===== config.mk =====
export PLATFORM = sky130hd
export DESIGN_NAME = bus_master_seq
export DESIGN_NICKNAME = d
export VERILOG_FILES = /design/src/rtl/bus_master_seq.sv
export SDC_FILE = /design/constraint.sdc
export NUM_CORES = 1
export LEC_CHECK = 0
export BUFFER_PORTS_ARGS = -buffer_cell sky130_fd_sc_hd__buf_4
export CAP_MARGIN = 20
export CORE_AREA = 2 2 54 56
export CTS_BUF_LIST = sky130_fd_sc_hd__clkbuf_8
export DETAILED_ROUTE_END_ITERATION = 8
export DIE_AREA = 0 0 56 58
export MAX_ROUTING_LAYER = met4
export PLACE_DENSITY = 0.81
export SLEW_MARGIN = 5
export SYNTH_ARGS = -nofsm -noshare
export SYNTH_HDL_FRONTEND = slang
export SYNTH_SLANG_ARGS = --single-unit
export TNS_END_PERCENT = 30

===== constraint.sdc =====
create_clock -name clk -period 1.6 [get_ports clk]
set_input_delay 0.32 -clock clk [delete_from_list [all_inputs] [get_ports clk]]
set_output_delay 0.32 -clock clk [all_outputs]
set_load 0.05 [all_outputs]

===== src/rtl/bus_master_seq.sv =====
// Purpose : request-to-bus sequencer feeding the tristate bus buffer; turns
//           each accepted read/write into a timed strobe sequence on the
//           shared data bus and returns captured read data.
// Latency : write holds the bus for 2 cycles after acceptance; read data is
//           valid (rsp_valid pulse) 2 cycles after the acceptance edge.
// Backpressure: req_ready is high only in IDLE. Requests presented while it
//           is low are ignored, not queued. There is no response backpressure.
//
// Ports:
//   clk, rst_n             clock, async active-low reset
//   req_valid/req_ready    request handshake; req_we, req_addr, req_wdata payload
//   rsp_valid, rsp_rdata   one-cycle read response pulse, held read data
//   bus_oe, bus_dout       drive enable and transmit data to the bus buffer
//   bus_din                receive data from the bus buffer
//   mem_addr, mem_we, mem_re  memory address and strobes
//   wr_cnt, rd_cnt         transaction counters, present only with BUS_MST_CNT_EN
// Optional feature macro: BUS_MST_CNT_EN

module bus_master_seq #(
  parameter int DATA_WIDTH = 8,
  parameter int ADDR_WIDTH = 5
) (
  input  logic                  clk,
  input  logic                  rst_n,
  input  logic                  req_valid,
  output logic                  req_ready,
  input  logic                  req_we,
  input  logic [ADDR_WIDTH-1:0] req_addr,
  input  logic [DATA_WIDTH-1:0] req_wdata,
  output logic                  rsp_valid,
  output logic [DATA_WIDTH-1:0] rsp_rdata,
  output logic                  bus_oe,
  output logic [DATA_WIDTH-1:0] bus_dout,
  input  logic [DATA_WIDTH-1:0] bus_din,
  output logic [ADDR_WIDTH-1:0] mem_addr,
  output logic                  mem_we,
  output logic                  mem_re
`ifdef BUS_MST_CNT_EN
  ,
  output logic [15:0]           wr_cnt,
  output logic [15:0]           rd_cnt
`endif
);

  typedef enum logic [2:0] {
    IDLE    = 3'd0,
    WR_DRV  = 3'd1,
    WR_HOLD = 3'd2,
    RD_STB  = 3'd3,
    RD_CAP  = 3'd4
  } state_e;

  state_e                  state_q, state_d;
  logic                    req_ready_q, req_ready_d;
  logic                    rsp_valid_q, rsp_valid_d;
  logic [DATA_WIDTH-1:0]   rsp_rdata_q, rsp_rdata_d;
  logic                    bus_oe_q, bus_oe_d;
  logic [DATA_WIDTH-1:0]   bus_dout_q, bus_dout_d;
  logic [ADDR_WIDTH-1:0]   mem_addr_q, mem_addr_d;
  logic                    mem_we_q, mem_we_d;
  logic                    mem_re_q, mem_re_d;
  logic                    accept;

  assign accept = req_valid && req_ready_q;

  // The output registers double as the request latches: mem_addr_q holds the
  // accepted address and bus_dout_q the accepted write data, while the
  // direction is remembered in the state itself.
  always_comb begin
    state_d     = state_q;
    rsp_rdata_d = rsp_rdata_q;
    bus_dout_d  = bus_dout_q;
    mem_addr_d  = mem_addr_q;

    case (state_q)
      IDLE: begin
        if (accept) begin
          mem_addr_d = req_addr;
          if (req_we) begin
            state_d    = WR_DRV;
            bus_dout_d = req_wdata;
          end else begin
            state_d = RD_STB;
          end
        end
      end
      WR_DRV:  state_d = WR_HOLD;
      WR_HOLD: state_d = IDLE;
      RD_STB: begin
        // Memory drives bus_din combinationally while mem_re is high.
        state_d     = RD_CAP;
        rsp_rdata_d = bus_din;
      end
      RD_CAP:  state_d = IDLE;
      default: state_d = IDLE;
    endcase

    // Outputs are decoded from the next state so they arrive registered in
    // the same cycle the state register enters that state.
    req_ready_d = (state_d == IDLE);
    bus_oe_d    = (state_d == WR_DRV) || (state_d == WR_HOLD);
    mem_we_d    = (state_d == WR_DRV);
    mem_re_d    = (state_d == RD_STB);
    rsp_valid_d = (state_d == RD_CAP);
  end

  always_ff @(posedge clk or negedge rst_n) begin
    if (!rst_n) begin
      state_q     <= IDLE;
      req_ready_q <= 1'b1;
      rsp_valid_q <= 1'b0;
      rsp_rdata_q <= '0;
      bus_oe_q    <= 1'b0;
      bus_dout_q  <= '0;
      mem_addr_q  <= '0;
      mem_we_q    <= 1'b0;
      mem_re_q    <= 1'b0;
    end else begin
      state_q     <= state_d;
      req_ready_q <= req_ready_d;
      rsp_valid_q <= rsp_valid_d;
      rsp_rdata_q <= rsp_rdata_d;
      bus_oe_q    <= bus_oe_d;
      bus_dout_q  <= bus_dout_d;
      mem_addr_q  <= mem_addr_d;
      mem_we_q    <= mem_we_d;
      mem_re_q    <= mem_re_d;
    end
  end

  assign req_ready = req_ready_q;
  assign rsp_valid = rsp_valid_q;
  assign rsp_rdata = rsp_rdata_q;
  assign bus_oe    = bus_oe_q;
  assign bus_dout  = bus_dout_q;
  assign mem_addr  = mem_addr_q;
  assign mem_we    = mem_we_q;
  assign mem_re    = mem_re_q;

`ifdef BUS_MST_CNT_EN
  logic [15:0] wr_cnt_q, wr_cnt_d;
  logic [15:0] rd_cnt_q, rd_cnt_d;

  // Counters advance on state entry; 16-bit addition wraps naturally.
  always_comb begin
    wr_cnt_d = wr_cnt_q;
    rd_cnt_d = rd_cnt_q;
    if ((state_d == WR_DRV) && (state_q != WR_DRV)) wr_cnt_d = wr_cnt_q + 16'd1;
    if ((state_d == RD_CAP) && (state_q != RD_CAP)) rd_cnt_d = rd_cnt_q + 16'd1;
  end

  always_ff @(posedge clk or negedge rst_n) begin
    if (!rst_n) begin
      wr_cnt_q <= 16'd0;
      rd_cnt_q <= 16'd0;
    end else begin
      wr_cnt_q <= wr_cnt_d;
      rd_cnt_q <= rd_cnt_d;
    end
  end

  assign wr_cnt = wr_cnt_q;
  assign rd_cnt = rd_cnt_q;
`endif

endmodule


==> Word-level counts from Yosys, hierarchy flattened <==
Index checks and enable logic that the tools add are counted.
{ "word_totals": {"regBits": 29, "word_cells": 24} }
{ "classes": {"eq_ne": 6, "n_mux": 3, "reduce_logical": 6} }
{ "op_table": {"columns": ["op", "count"], "rows": [
  ["3-bit by 2-bit == test with 1-bit output, second input constant", 3],
  ["3-bit case mux with 3 select lines", 1],
  ["3-bit by 1-bit == test with 1-bit output, second input constant", 2],
  ["3-bit zero test", 2],
  ["3-bit == test, second input constant", 1],
  ["3-bit two-way mux", 1],
  ["3-bit AND reduction", 1],
  ["2-bit two-way mux", 1],
  ["2-bit AND reduction", 1],
  ["1-bit logical AND", 1],
  ["1-bit logical OR", 1]
]} }

==> Longest topological paths before layout <==
Gate-level depths: netlist of the first run.
{ "depth": {"depth_word": 5, "mapped_depth": 5, "mapped_depth_nobuf": 4} }

==> Worst setup path before layout of the first run <==
No wires, ideal clock.
{ "synth_path": {"path_type": "register -> register", "startpoint": "register req_ready_q, in the netlist req_ready", "endpoint": "register bus_dout_q[0], in the netlist bus_dout[0]", "setup_ns": 0.125, "arrival_time_ns": 1.579, "t_required_ns": 1.475, "path_slack_ns": -0.104, "path_stages_with_launch": 4, "path_buffers": 0, "cell_sequence": "dfstp_2 > nand3_2 > nor4_4 > mux2_2"} }
{ "synth_between": {"elab_chain_cells": 2} }
{ "synth_rtl": {"columns": ["element", "line_no", "rtl"], "rows": [
  ["start: declaration", "54", "logic req_ready_q, req_ready_d;"],
  ["start signal: assignment", "120", "req_ready_q <= req_ready_d;"],
  ["1-bit logical AND", "64", "assign accept = req_valid && req_ready_q;"],
  ["3-bit AND reduction (no source line)", null, null],
  ["end signal: assignment", "124", "bus_dout_q <= bus_dout_d;"],
  ["end: declaration", "58", "logic [DATA_WIDTH-1:0] bus_dout_q, bus_dout_d;"]
]} }
No other way between the ends.
A chain may end at the register's enable or synchronous reset.

==> Worst setup path after layout of the first run <==
{ "layout_path": {"startpoint": "register state_q[1]", "endpoint": "register mem_addr_q[0], in the netlist mem_addr[0]"} }
{ "layout_between": {"elab_chain_cells": 2} }
{ "layout_rtl": {"columns": ["element", "line_no", "rtl"], "rows": [
  ["start: declaration", "53", "state_e state_q, state_d;"],
  ["start signal: assignment", "119", "state_q <= state_d;"],
  ["3-bit zero test", "75", "case (state_q)"],
  ["2-bit AND reduction (no source line)", null, null],
  ["end signal: assignment", "125", "mem_addr_q <= mem_addr_d;"],
  ["end: declaration", "59", "logic [ADDR_WIDTH-1:0] mem_addr_q, mem_addr_d;"]
]} }
No other way between the ends.

==> results.ini, run 1 <==
[critical_path]
path_max_fanout=8
cpMaxStageDelayCell=dfrtp_1
crit_arrival_ps=1630
worstSetupEndpointType=flip-flop
critPathMaxStageDelay_ps=410
cp.required_ps=1750
critPathBufInv=0
crit_type=reg -> reg
path_delay_family=simple AND/OR/NAND/NOR gates
crit_chain=nor2_1 > and4_1 > mux2_2
cp-start-kind=flip-flop

[route]
wl_met2_mm=1.11
avgViaCountPerCell=4.77
drt_first_pass_iters=4
detail_route.wl_per_cell_um=13.0
vias=739
drc=0
detail_route.iter0.violations=1
ant_nets=0
wirelength_mm=2.02
maxUsedRoutingLayer=met4
wl_met3_um=176
wl_met1_um=708

[layout]
multiInputGateArea_um2=324
antennaDiodeCount=0
area_growth_pct=47.7
fin_area_um2=1580
nFillCells=237
final_layout_size_suffix_gt1_frac=0.661
fin_nets=148
instances_no_fill=155
ff_latch_area_um2=727

[global_route]
grt_max_degree=30
track_usage=0.148
antenna_found_initial=0
grt_pass1_wl_mm=3.43
grt_pass1_vias=826
overflow=0

[clock_network]
clock_sinks=29
htree_levels=2
clkSlewWorstSetupHoldPaths_ps=60
clock_path_buffers=2
cts-resized-gates=0
cts_tree=yes
insertion_delay_ps=270
cts_buffers=5
root_buffer=clkbuf_8

[timing]
max_slew_margin=0.767
hold_viol=0
fmax_mhz=676
worst_pin_slew_ps=350
slew_viol_final=0
setup_slack_ps=120
final-setup-viol-count=0
timing.final.crit_share=0.925
fin_worst_skew_ps=8.52
finalCriticalPeriod_ps=1480
rsz0062_at_grt=no

[floorplan]
initial_utilization=0.403
core_um2=2660
die_w_um=56
design.die.area_um2=3250
die_h_um=58
num_rows=19
io_pins=51

[worst_hold_path]
hp-class=in -> reg

[logic_synthesis]
synth.area.top_cells=dfrtp_1 (65%), mux2_2 (22%), dfstp_2 (2.5%)
synth_top_area_cell=dfrtp_1
yosys_register_bits=29
synthCells=66
synth_nets=91
ys_types=15
mappedNetlistArea_um2=1070
ys_seq_area_frac=0.678
yosysWarnings=0
synth_top_cell_area_share=0.653
syn_area_per_cell_um2=16.2

[flow_run]
max_cap_viol_count=0

[placement]
gp_congestion=0.713
numPortBuffers=50
dp_hpwl_mm=1.56
dpl_cell_area_um2=1480
pre_cts_ws_ps=127
dp.cells=146

[status]
status=completed

## routing by layer
layer	global-route usage	vias up
li1	-	342
met1	0.146	356
met2	0.249	37
met3	0.0536	4
met4	0.0952	0
met5	-	-
## what timing repair did
item | in CTS | in global routing
hold buffers | 1 | 0
setup buffers | 0 | 0
endpoints found under the hold margin | 28 | 0
setup endpoints to repair | 0 | 0
## sequential cells by signal, indices dropped and copies added (netlist names), 3 cells and up
name / count
state_q: 3
bus_dout: 8
rsp_rdata: 8
mem_addr: 5
## cell type report
class	instances	share of cell area
Tap cell	31	0.0245
Clock buffer	6	0.0521
Sequential cell	29	0.459
Clock inverter	2	0.00474
Timing Repair Buffer	52	0.248
Inverter	3	0.00711
Multi-Input combinational cell	32	0.205
## cells in the mapped netlist
cell / number
and4_1: 1
nor3_1: 1
buf_2: 2
nor2_1: 1
dfstp_2: 1
inv_1: 3
nand2_1: 1
a21boi_0: 2
nand3_2: 1
dfrtp_1: 28
mux2_2: 21
nor2b_1: 1
nand3b_1: 1
nor4_4: 1
or2_2: 1
## worst paths after layout
check	slack [ps]	depth (start not counted)	to	from
min in group asynchronous	500	2	rsp_rdata[6]$_DFFE_PN0N_	rst_n
max	120	3	mem_addr[0]$_DFFE_PN0P_	state_q[1]$_DFF_PN0_
max in group asynchronous	790	2	req_ready$_DFF_PN1_	rst_n
min	210	2	mem_re$_DFF_PN0_	req_we
min reg2reg	510	1	bus_dout[1]$_DFFE_PN0P_	bus_dout[1]$_DFFE_PN0P_
max reg2reg	120	3	mem_addr[0]$_DFFE_PN0P_	state_q[1]$_DFF_PN0_
## metrics by stage
| stage | hold WS (ps) | utilization | TNS, ps |
|---|---|---|---|
| final | 215 | 0.595 | 0 |
| after global placement | 250 | 0.557 | 0 |
| after detailed placement | 258 | 0.557 | 0 |
| after global routing | 204 | 0.595 | 0 |
| after floorplan | 24.4 | - | -829 |
| after CTS | 202 | 0.595 | 0 |
## logic make-up (layout without fill, tap and decap cells)
kind of cell | Yosys count | count (layout) | share of synthesized area
flops | 29 | 29 | 0.678
simple gates | 9 | 9 | 0.0677
compound gates | 2 | 2 | 0.0140
mux | 21 | 21 | 0.221
buf+inv | 5 | 63 | 0.0198
## layout by cell type (no fill, tap or decap), types with 2 or more instances in the layout
cell type   n
a21boi_0    2
buf_4      51
clkbuf_8    6
dfrtp_1    28
inv_1       5
mux2_2     21
Power of run 1 is not shown: default switching activity piles up to over one toggle a cycle in this logic, so the estimate is an artifact.
==> run 2, diff against run 1 <==
BUFFER_PORTS_ARGS = -buffer_cell sky130_fd_sc_hd__buf_2   (was -buffer_cell sky130_fd_sc_hd__buf_4)
==> results.ini, run 2 (synthesized netlist as in run 1, its figures left out) <==
[floorplan]
die_h_um=58  ; unchanged
initial_utilization=0.403  ; unchanged
core_um2=2660  ; unchanged
io_pins=51  ; unchanged
num_rows=19  ; unchanged
die_w_um=56  ; unchanged
design.die.area_um2=3250  ; unchanged

[global_route]
track_usage=0.151  ; +0.00298
grt_max_degree=30  ; unchanged
overflow=0  ; unchanged
grt_pass1_vias=833  ; +0.85%
antenna_found_initial=0  ; unchanged
grt_pass1_wl_mm=3.56  ; +3.8%

[layout]
final_layout_size_suffix_gt1_frac=0.675  ; +0.0135
area_growth_pct=37.6
antennaDiodeCount=0  ; unchanged
layout_commonest_cell=buf_2
fin_nets=147  ; -0.68%
final_cell_mix=buf_2 (50), dfrtp_1 (28), mux2_2 (21), clkbuf_8 (6), inv_1 (4)

[clock_network]
insertion_delay_ps=270  ; about the same
cts_buffers=5  ; unchanged
root_buffer=clkbuf_8
cts-resized-gates=0  ; unchanged
cts_tree=yes
cts_setup_buffers=0  ; unchanged
clock_path_buffers=2  ; unchanged
clock_sinks=29  ; unchanged
htree_levels=2  ; unchanged
holdBufCountCts=0  ; -1
clkSlewWorstSetupHoldPaths_ps=60  ; about the same

[critical_path]
cp_num_cells=3  ; unchanged
critPathBufInv=0  ; unchanged
crit_chain=nor2_1 > and4_1 > mux2_2
crit_arrival_ps=1660  ; +30 ps
startpoint=state_q[1]$_DFF_PN0_
rr_worst_depth=3  ; unchanged
regToRegStartpoint=state_q[1]$_DFF_PN0_
critPathMaxStageDelay_ps=420  ; about the same
cp-start-kind=flip-flop
cp.required_ps=1760  ; about the same
cpMaxStageDelayCell=dfrtp_1
worstSetupEndpointType=flip-flop
path_delay_family=simple AND/OR/NAND/NOR gates
path_max_fanout=8  ; unchanged
crit_type=reg -> reg

[timing]
setup-tns-final_ps=0  ; unchanged
fin_worst_skew_ps=3.66  ; -4.87 ps
fmax_mhz=665  ; -1.6%
worst_pin_slew_ps=613  ; +264 ps
hold_viol=0  ; unchanged
final-setup-viol-count=0  ; unchanged
max_slew_margin=0.591  ; -0.176
slew_viol_final=0  ; unchanged
rsz0062_at_grt=no
timing.final.crit_share=0.940  ; +0.0148
finalCriticalPeriod_ps=1500  ; +23.7 ps

[route]
detail_route.iter0.violations=5  ; +4
ant_nets=0  ; unchanged
vias=737  ; -0.27%
drc=0  ; unchanged
avgViaCountPerCell=4.79  ; +0.38%
drt_first_pass_iters=2  ; -2
detail_route.wl_per_cell_um=13.5  ; +3.4%
wirelength_mm=2.08  ; +2.8%

[placement]
gp_congestion=0.737  ; +3.4%
numPortBuffers=50  ; unchanged
dp_hpwl_mm=1.61  ; +3.4%

[worst_hold_path]
hp-class=in -> async

[status]
status=completed

[flow_run]
max_cap_viol_count=0  ; unchanged

## run 2: cell types whose count changed in the layout (fill, tap and decap cells not counted), sizes merged
cell,previous run,this run
inv,5,4
bufinv,0,1
dlygate4sd3,1,0
## run 2: final timing paths
check / slack, ps / endpoint
max: 100 / mem_addr[2]$_DFFE_PN0P_
min: 60 / rsp_rdata[2]$_DFFE_PN0N_
max reg2reg: 100 / mem_addr[2]$_DFFE_PN0P_
min reg2reg: 500 / mem_addr[1]$_DFFE_PN0P_
max in group asynchronous: 1140 / mem_we$_DFF_PN0_
min in group clk: 240 / mem_re$_DFF_PN0_
## run 2: per-layer routing
layer  up-vias  track usage  part of all wire
met2        34        0.272              0.57
met4         0       0.0510             0.010
met3         3       0.0737             0.069
met5         -            -                 0
li1        338            -                 -
met1       362        0.140              0.35
## run 2: through the flow
step	hold slack [ps]	utilization	setup slack, ps	instance area (µm²)	instances
6_report	56.5	0.554	96.3	1480	154
3_5_place_dp	367	0.510	100	1360	146
2_1_floorplan	24.4	-	-104	1070	66
3_3_place_gp	357	0.510	163	1360	146
5_1_grt	87.0	0.554	10.6	1480	154
4_1_cts	76.8	0.554	89.5	1480	154
## run 2: layout make-up
cell class              count  area (µm²)
flip-flops and latches     29         727
well taps                  31        38.8
repair buffers             51         258
inverters                   3        11.3
fillers                   255        1190
multi-input cells          32         324
clock buffers               6        82.6
clock inverters             2        33.8
Power of run 2 is left out for the same reason.
